**src/rtl/router_pkt_tx.sv**
```systemverilog
// router_pkt_tx: packet source feeding the input port of the 1x3 router.
//
// Takes a destination/length request and emits one router packet:
// a header byte {len, dest}, then len payload bytes streamed from an upstream
// buffer, then one parity byte (XOR of header and payload). pkt_valid is high
// for header and payload and drops together with the parity byte. The router's
// busy back-pressure holds the current byte and all state.
//
// Ports:
//   clk        clock, rising edge
//   rst        synchronous reset, active low
//   start      packet request, sampled only while idle
//   dest[1:0]  destination port 0..2 (3 is illegal)
//   len[5:0]   payload byte count 1..MAX_LEN (0 is illegal)
//   pl_data    current payload byte, held by upstream until pl_ack
//   busy       router back-pressure; a byte is taken only when busy is low
//   data_out   byte presented to the router
//   pkt_valid  high during header and payload bytes
//   pl_ack     payload byte consumed at this edge
//   ready      high while idle
//   done       one-cycle pulse after the parity byte is accepted
//   err        one-cycle pulse after an illegal request
module router_pkt_tx #(
    parameter int unsigned MAX_LEN = 63
) (
    input  logic       clk,
    input  logic       rst,
    input  logic       start,
    input  logic [1:0] dest,
    input  logic [5:0] len,
    input  logic [7:0] pl_data,
    input  logic       busy,
    output logic [7:0] data_out,
    output logic       pkt_valid,
    output logic       pl_ack,
    output logic       ready,
    output logic       done,
    output logic       err
);

    typedef enum logic [1:0] {
        StIdle,
        StHeader,
        StPayload,
        StParity
    } state_e;

    state_e     state_q;
    logic [7:0] hdr_q;
    logic [5:0] len_q;
    logic [5:0] cnt_q;
    logic [7:0] par_q;
    logic       done_q;
    logic       err_q;

    logic req_ok;
    logic last_byte;

    assign req_ok    = (dest != 2'd3) && (len != 6'd0) && ({26'd0, len} <= MAX_LEN);
    assign last_byte = (cnt_q == len_q - 6'd1);

    always_ff @(posedge clk) begin
        if (!rst) begin
            state_q <= StIdle;
            hdr_q   <= 8'd0;
            len_q   <= 6'd0;
            cnt_q   <= 6'd0;
            par_q   <= 8'd0;
            done_q  <= 1'b0;
            err_q   <= 1'b0;
        end else begin
            done_q <= 1'b0;
            err_q  <= 1'b0;
            case (state_q)
                StIdle: begin
                    if (start) begin
                        if (req_ok) begin
                            hdr_q   <= {len, dest};
                            len_q   <= len;
                            cnt_q   <= 6'd0;
                            // Parity accumulation starts from the header byte.
                            par_q   <= {len, dest};
                            state_q <= StHeader;
                        end else begin
                            err_q <= 1'b1;
                        end
                    end
                end
                StHeader: begin
                    if (!busy) begin
                        state_q <= StPayload;
                    end
                end
                StPayload: begin
                    if (!busy) begin
                        par_q <= par_q ^ pl_data;
                        cnt_q <= cnt_q + 6'd1;
                        if (last_byte) begin
                            state_q <= StParity;
                        end
                    end
                end
                StParity: begin
                    if (!busy) begin
                        done_q  <= 1'b1;
                        state_q <= StIdle;
                    end
                end
                default: state_q <= StIdle;
            endcase
        end
    end

    // Byte mux; payload is passed straight through so upstream sees no extra latency.
    always_comb begin
        data_out  = 8'd0;
        pkt_valid = 1'b0;
        pl_ack    = 1'b0;
        ready     = 1'b0;
        case (state_q)
            StIdle: begin
                ready = 1'b1;
            end
            StHeader: begin
                data_out  = hdr_q;
                pkt_valid = 1'b1;
            end
            StPayload: begin
                data_out  = pl_data;
                pkt_valid = 1'b1;
                pl_ack    = !busy;
            end
            StParity: begin
                data_out = par_q;
            end
            default: begin
                ready = 1'b1;
            end
        endcase
    end

    assign done = done_q;
    assign err  = err_q;

endmodule

```
**config.mk**
```make
export PLATFORM = sky130hd
export DESIGN_NAME = router_pkt_tx
export DESIGN_NICKNAME = d
export VERILOG_FILES = /design/src/rtl/router_pkt_tx.sv
export SDC_FILE = /design/constraint.sdc
export NUM_CORES = 1
export LEC_CHECK = 0
export CORE_ASPECT_RATIO = 0.7
export CORE_MARGIN = 4
export CORE_UTILIZATION = 46
export CTS_CLUSTER_SIZE = 10
export DETAILED_ROUTE_END_ITERATION = 8
export PLACE_DENSITY = 0.8
export SLEW_MARGIN = 20
export SYNTH_ARGS = -nofsm -noshare
export SYNTH_HDL_FRONTEND = slang
export SYNTH_SLANG_ARGS = --single-unit
```
**constraint.sdc**
```tcl
create_clock -name clk -period 1.9 [get_ports clk]
set_input_delay 0.38 -clock clk [delete_from_list [all_inputs] [get_ports clk]]
set_output_delay 0.38 -clock clk [all_outputs]
set_load 0.01 [all_outputs]
```
==> impl_metrics.ini, run 1 <==
[synthesis]
synth_top_area_share_pct = 33.0
syn_nets = 213
avgSynthCellArea_sq_um = 8.44
synth_area_leader_cell = dfxtp_1
yosys-top-cells-area = dfxtp_1 33%, o21ai_0 5.4%, a222oi_1 5.1%
ys_seq_area_share_pct = 33.0
syn_inst = 187
synth-seq-cells = 26
ys_types = 40
yosys_warnings = 0
netlist_area_sq_um = 1580

[sta]
finalMaxSlewViolations = 0
fmax_mhz = 516
fin_skew_ps = 2.08
fin_crit_sh_pct = 102
period_minus_slack_ps = 1940
worst_slew_pin_slew_ps = 518
relSlewSlack_pct = 65.4
rsz0062_at_grt = yes
final_hold_viol_count = 0
worst_slack_ps = -36.2
setup_viol = 1

[worst_setup_path]
required_ps = 2080
critPathMaxFanout = 5
crit_arrival_ps = 2110
crit_type = primary input to flop
critPathLaunchType = primary input
cp-end-kind = flop

[route]
wl_per_cell_microns = 19.5
vias = 1812
first_iter_violations = 245
first_pass_iters = 7
drc = 0
postRouteWirelength_mm = 5.81
drtAntennaViolNets = 0
vias_per_cell = 6.08

[clock_network]
clk_pin_slew_ps = 90
htree_levels = 1
insertion_delay_ps = 270
cts_tree = built
clockBufferDepth = 2
cts-root-buf = clkbuf_8
clkSinkCount = 26
numCtsBuffers = 3
holdBufCountCts = 0

[grt]
antenna_found_initial = 0
grt_pass1_vias = 1828
grt_usage_pct = 25.6
overflow = 0
grt_first_pass_wirelength_mm = 9.12
grt_start_max_net_pins = 15

[final_layout]
final_util_pct = 75.5
drive_gt1_share_pct = 31.5
syn2layout_area_growth_pct = 53.7
antennaDiodeCount = 0
n_fill_cell = 203
stdcell_area_sq_um = 2420
layout.nets = 278

[die]
design.die.area_sq_um = 4450
initial_core_util_pct = 49.1
row_count = 17
ios = 33
die_h_microns = 57
dieWidth_microns = 78
core_sq_um = 3210

[placement]
place_hpwl_mm = 3.60
io_buffers = 32
gp_congestion = 0.893
dpl-instance-area_sq_um = 2210

[status]
outcome = finished with violations
violations = negative setup slack

[job]
cap_viol_max_count = 0

[power]
irDropWorstVdd_mv = 0.813
powerDensity_nw_per_um2 = 1110
p_leak_nw = 1.01

[worst_hold_path]
hp-class = primary input to flop
[flip-flops by register name (all words and copies together), names as in the netlist]
| name | flops |
|---|---|
| cnt_q | 6 |
| state_q | 2 |
| err | 1 |
| par_q | 8 |
| done | 1 |
| hdr_q | 7 |
| len_q | 1 |
[per-stage QoR]
| step | setup slack [ps] | TNS, ps | std cells | power, mW | hold WS [ps] |
|---|---|---|---|---|---|
| CTS | -41.7 | -92.7 | 299 | 2.57 | 483 |
| finish | -36.2 | -36.2 | 298 | 2.70 | 478 |
| global placement | -527 | -11010 | 291 | 1.95 | 466 |
| global route | -92.9 | -247 | 298 | 2.84 | 499 |
| detailed placement | -577 | -11780 | 291 | 2.00 | 468 |
| floorplan | 75.9 | 0 | 187 | 1.40 | 445 |
[final cells by class]
| type | count | area (sq um) | share of cell area (%) |
|---|---|---|---|
| Multi-Input combinational cell | 136 | 1120 | 46.2 |
| Timing Repair Buffer | 71 | 606 | 25.0 |
| Sequential cell | 26 | 528 | 21.8 |
| Tap cell | 47 | 58.8 | 2.43 |
| Inverter | 14 | 57.6 | 2.37 |
| Clock buffer | 4 | 55.1 | 2.27 |
[path summary, 6_finish.rpt]
path                            startpoint  slack (ps)  cells past startpoint  endpoint
worst max-delay path                len[5]         -40                      5  par_q[4]
worst max register to register  state_q[1]          60                      8  par_q[4]
worst min-delay path                len[3]         480                      3  hdr_q[5]
worst min register to register    par_q[5]         490                      1  par_q[5]
[worst max-delay path: stages]
cell           delay, ps
dlygate4sd2_1        270
or4_4                540
o311a_4              350
o21a_4               260
a311oi_1             300
[cells by family (layout without fill, tap and decap cells)]
kind of cell,count (synthesis),count (layout),synth area share (%)
DFF,26,26,33.0
AOI/OAI and AO/OA,61,62,27.7
and+or+nand+nor,49,49,16.7
xor gates and xnor gates,11,11,6.11
muxes,8,8,5.08
buffers and inverters,26,89,6.74
adders and majority gates,6,6,4.76
[synth_stat cells, drive strengths merged]
cell type,number
nor3b,1
and4,2
and3,2
xnor2,2
a21oi,13
xor2,9
mux2i,8
nor3,3
dfxtp,26
and3b,1
a22oi,1
o211ai,2
or4,1
o311a,1
buf,2
or4b,1
ha,6
o21ai,17
o2111ai,1
a41o,1
clkbuf,10
a221oi,2
o21ba,1
o211a,1
or2,1
nor4,1
o21a,1
o41ai,2
o221ai,1
nor2,18
a311oi,8
o31ai,1
nand3,2
nor2b,10
inv,14
a222oi,8
nand2,6
[per-layer routing]
| metal | vias to the layer above | track usage (%) | wire (microns) |
|---|---|---|---|
| li1 | 824 | - | - |
| met3 | 24 | 6.78 | 666 |
| met5 | - | 0 | 0 |
| met2 | 118 | 42.7 | 2720 |
| met1 | 846 | 32.4 | 2270 |
| met4 | 0 | 8.98 | 149 |
[cells in the final DEF, fill, tap and decap left out, drive strengths merged, types with 3 or more instances in the layout]
cell type | netlist | final
buf | 2 | 46
dfxtp | 26 | 26
nor2 | 18 | 18
o21ai | 17 | 17
clkdlybuf4s50 | 0 | 16
inv | 14 | 14
a21oi | 13 | 13
nor2b | 10 | 10
xor2 | 9 | 9
a222oi | 8 | 8
mux2i | 8 | 8
a311oi | 8 | 8
nand2 | 6 | 6
ha | 6 | 6
clkbuf | 10 | 6
dlygate4sd2 | 0 | 4
nor3 | 3 | 3
[power by group]
group,internal (mW),leakage [nW],total [mW],switching [mW]
combinational,0.767,0.763,1.55,0.780
sequential,0.661,0.214,0.787,0.126
clock,0.186,0.0288,0.367,0.181
total,1.61,1.01,2.70,1.09
[repair_timing]
action,4_1_cts,5_1_grt
gates resized for setup,63,22
endpoints found under the setup margin,30,31
pin swaps,13,23
buffers inserted,2,0
cloned,2,0
(Power assumes the default switching activity.)
==> run 2: changes to the inputs <==
--- a/config.mk
+++ b/config.mk
@@ -6,11 +6,10 @@
 export NUM_CORES = 1
 export LEC_CHECK = 0
 export CORE_ASPECT_RATIO = 0.7
-export CORE_MARGIN = 4
-export CORE_UTILIZATION = 46
+export CORE_UTILIZATION = 40
 export CTS_CLUSTER_SIZE = 10
 export DETAILED_ROUTE_END_ITERATION = 8
-export PLACE_DENSITY = 0.8
+export PLACE_DENSITY = 0.72
 export SLEW_MARGIN = 20
 export SYNTH_ARGS = -nofsm -noshare
 export SYNTH_HDL_FRONTEND = slang
==> run 2 against run 1 <==
- the run still ends with negative setup slack left
- sequential cell count unchanged
- global-route usage is 1.5 points lower
- critical path depth stayed put
- clock-buffer cell count fell by 1
- sequential share of layout area decreased by 0.14 points
- cell count rose by 1.7%
- largest cell class unchanged
- highest routed layer unchanged
==> impl_metrics.ini, run 2 (synthesized netlist as in run 1, its figures left out) <==
[status]
outcome = finished with violations
violations = negative setup slack

[worst_setup_path]
crit_arrival_ps = 1580
critPathLaunchType = flop
crit_chain = buf_4 > ha_4 > a222oi_1 > nor2_1 > buf_2
cp_top_family = compound AO/OA/AOI/OAI gates
worst_path_largest_cell_delay_ps = 410
cp_slowest_cell = a222oi_1
critPathMaxFanout = 10
worst-path-buf-inv = 2
cp-end-kind = primary output
r2r_cells = 9
crit_type = flop to primary output
required_ps = 1520
worstSetupPathDepth = 5

[power]
p_leak_nw = 0.987
clockPowerShare_pct = 12.6
pwr-share-seq_pct = 30.0
power.share.combinational_pct = 57.5
irDropWorstVdd_mv = 0.761
powerDensity_nw_per_um2 = 1050
p_sw_share_pct = 40.6
netSwitchingPower_mw = 1.03
p_int_mw = 1.51
total_power_mw = 2.54

[placement]
gp_congestion = 0.824
place_hpwl_mm = 3.28
io_buffers = 32
dp_cells = 294

[clock_network]
numCtsBuffers = 3
clockBufferDepth = 2
cts-root-buf = clkbuf_8
cts_tree = built
htree_levels = 1
clk_pin_slew_ps = 90
insertion_delay_ps = 270
holdBufCountCts = 0
clkSinkCount = 26

[final_layout]
final_common_cell = buf_4
drive_gt1_share_pct = 31.6
instances_no_fill = 303
final_util_pct = 66.3
final_cell_mix = 36 x buf_4, 24 x dfxtp_1, 17 x nor2_1, 17 x clkdlybuf4s50_1, 14 x o21ai_0
largest_reg_flops = 8
reg.largest.list = par_q (8), hdr_q (7), cnt_q (6)
antennaDiodeCount = 0
regMostFlops = par_q
layout.nets = 281
syn2layout_area_growth_pct = 53.2

[grt]
grt_start_max_net_pins = 25
grt_first_pass_wirelength_mm = 7.62
grt_pass1_vias = 1572
grt_usage_pct = 24.1
overflow = 0
antenna_found_initial = 0

[sta]
final_hold_viol_count = 0
worst_slew_pin_slew_ps = 436
relSlewSlack_pct = 70.5
finalMaxSlewViolations = 0
period_minus_slack_ps = 1960
worst_slack_ps = -60.3
fin_crit_sh_pct = 103
fmax_mhz = 510
setup_viol = 3
fin_skew_ps = 1.27
rsz0062_at_grt = yes

[die]
row_count = 18
initial_core_util_pct = 43.2
ios = 33
dieWidth_microns = 77.1
core_sq_um = 3650
die_h_microns = 54.5
design.die.area_sq_um = 4200

[job]
cap_viol_max_count = 0

[worst_hold_path]
hp-class = flop to flop
whs_path_depth = 1

[route]
postRouteWirelength_mm = 5.27
first_pass_iters = 6
first_iter_violations = 191
wl_per_cell_microns = 17.4
drc = 0
drtAntennaViolNets = 0
vias = 1743
vias_per_cell = 5.75
[run 2: cell types whose count changed in the layout (fill, tap and decap cells not counted), moves of 2 or more]
cell and change:
buf_2 +2, clkbuf_2 -2, clkdlybuf4s15_1 +2, dfxtp_2 +2, dfxtp_4 -2, ha_4 -2
inv_4 -2
[run 2: layer usage]
| metal | wire length, microns | global-route usage, % | part of all wire [%] |
|---|---|---|---|
| met5 | 0 | 0 | 0 |
| met4 | 127 | 5.97 | 2.4 |
| met3 | 484 | 5.17 | 9.2 |
| met1 | 2300 | 31.6 | 44 |
| met2 | 2350 | 41.4 | 45 |
[run 2: worst reg2reg max path, stage by stage, from the launching register on]
cell and delay, ps:
dfxtp_2 330, inv_1 100, buf_4 120, ha_2 190, nand2_1 70, buf_4 160
a221oi_4 280, or2_4 250, a21oi_1 100, a311oi_2 200
[run 2: cell type report]
cell class | instances | area (sq um)
sequential | 26 | 523
timing repair buffer | 74 | 634
clock buffer | 3 | 41.3
fill | 328 | 1230
inverter | 14 | 56.3
multi-input combinational | 136 | 1100
tap | 50 | 62.6
[run 2: path summary, 6_finish.rpt]
check | start | slack [ps] | endpoint
setup / recovery | state_q[0] | -60 | data_out[2]
hold / removal | par_q[6] | 500 | par_q[6]
setup reg to reg | state_q[0] | 0 | par_q[3]
hold reg to reg | par_q[6] | 500 | par_q[6]
[run 2: metrics by stage]
stage                     setup TNS (ps)  hold WS, ps  instance area [sq um]  worst slack [ps]
after floorplan                        0          445                   1580              75.9
after global placement            -11180          466                   2210              -525
after detailed placement          -11110          467                   2210              -562
after CTS                           -113          485                   2320             -57.7
after global routing               -1230          498                   2420              -120
final                              -76.5          496                   2420             -60.3
[run 2: timing repair]
item                       4_1_cts  5_1_grt
gates cloned                     1        2
pin swaps                       17       12
setup endpoints to repair       27       28
resized for setup               64       14
buffers inserted                 2        1
[run 2: power by group through the flow]
| stage | logic, mW | registers (mW) | clock network (mW) |
|---|---|---|---|
| after floorplan | 0.671 | 0.731 | 0 |
| after global placement | 1.18 | 0.749 | 0 |
| after detailed placement | 1.20 | 0.752 | 0 |
| after CTS | 1.29 | 0.748 | 0.328 |
| after global routing | 1.55 | 0.771 | 0.350 |
| final | 1.46 | 0.761 | 0.319 |
==> run 3: changes to the inputs <==
--- a/config.mk
+++ b/config.mk
@@ -5,6 +5,7 @@
 export SDC_FILE = /design/constraint.sdc
 export NUM_CORES = 1
 export LEC_CHECK = 0
+export CAP_MARGIN = 10
 export CORE_ASPECT_RATIO = 0.7
 export CORE_UTILIZATION = 40
 export CTS_CLUSTER_SIZE = 10
==> results of run 3 <==
Final layout, timing and power as in run 2 (identical DEF).
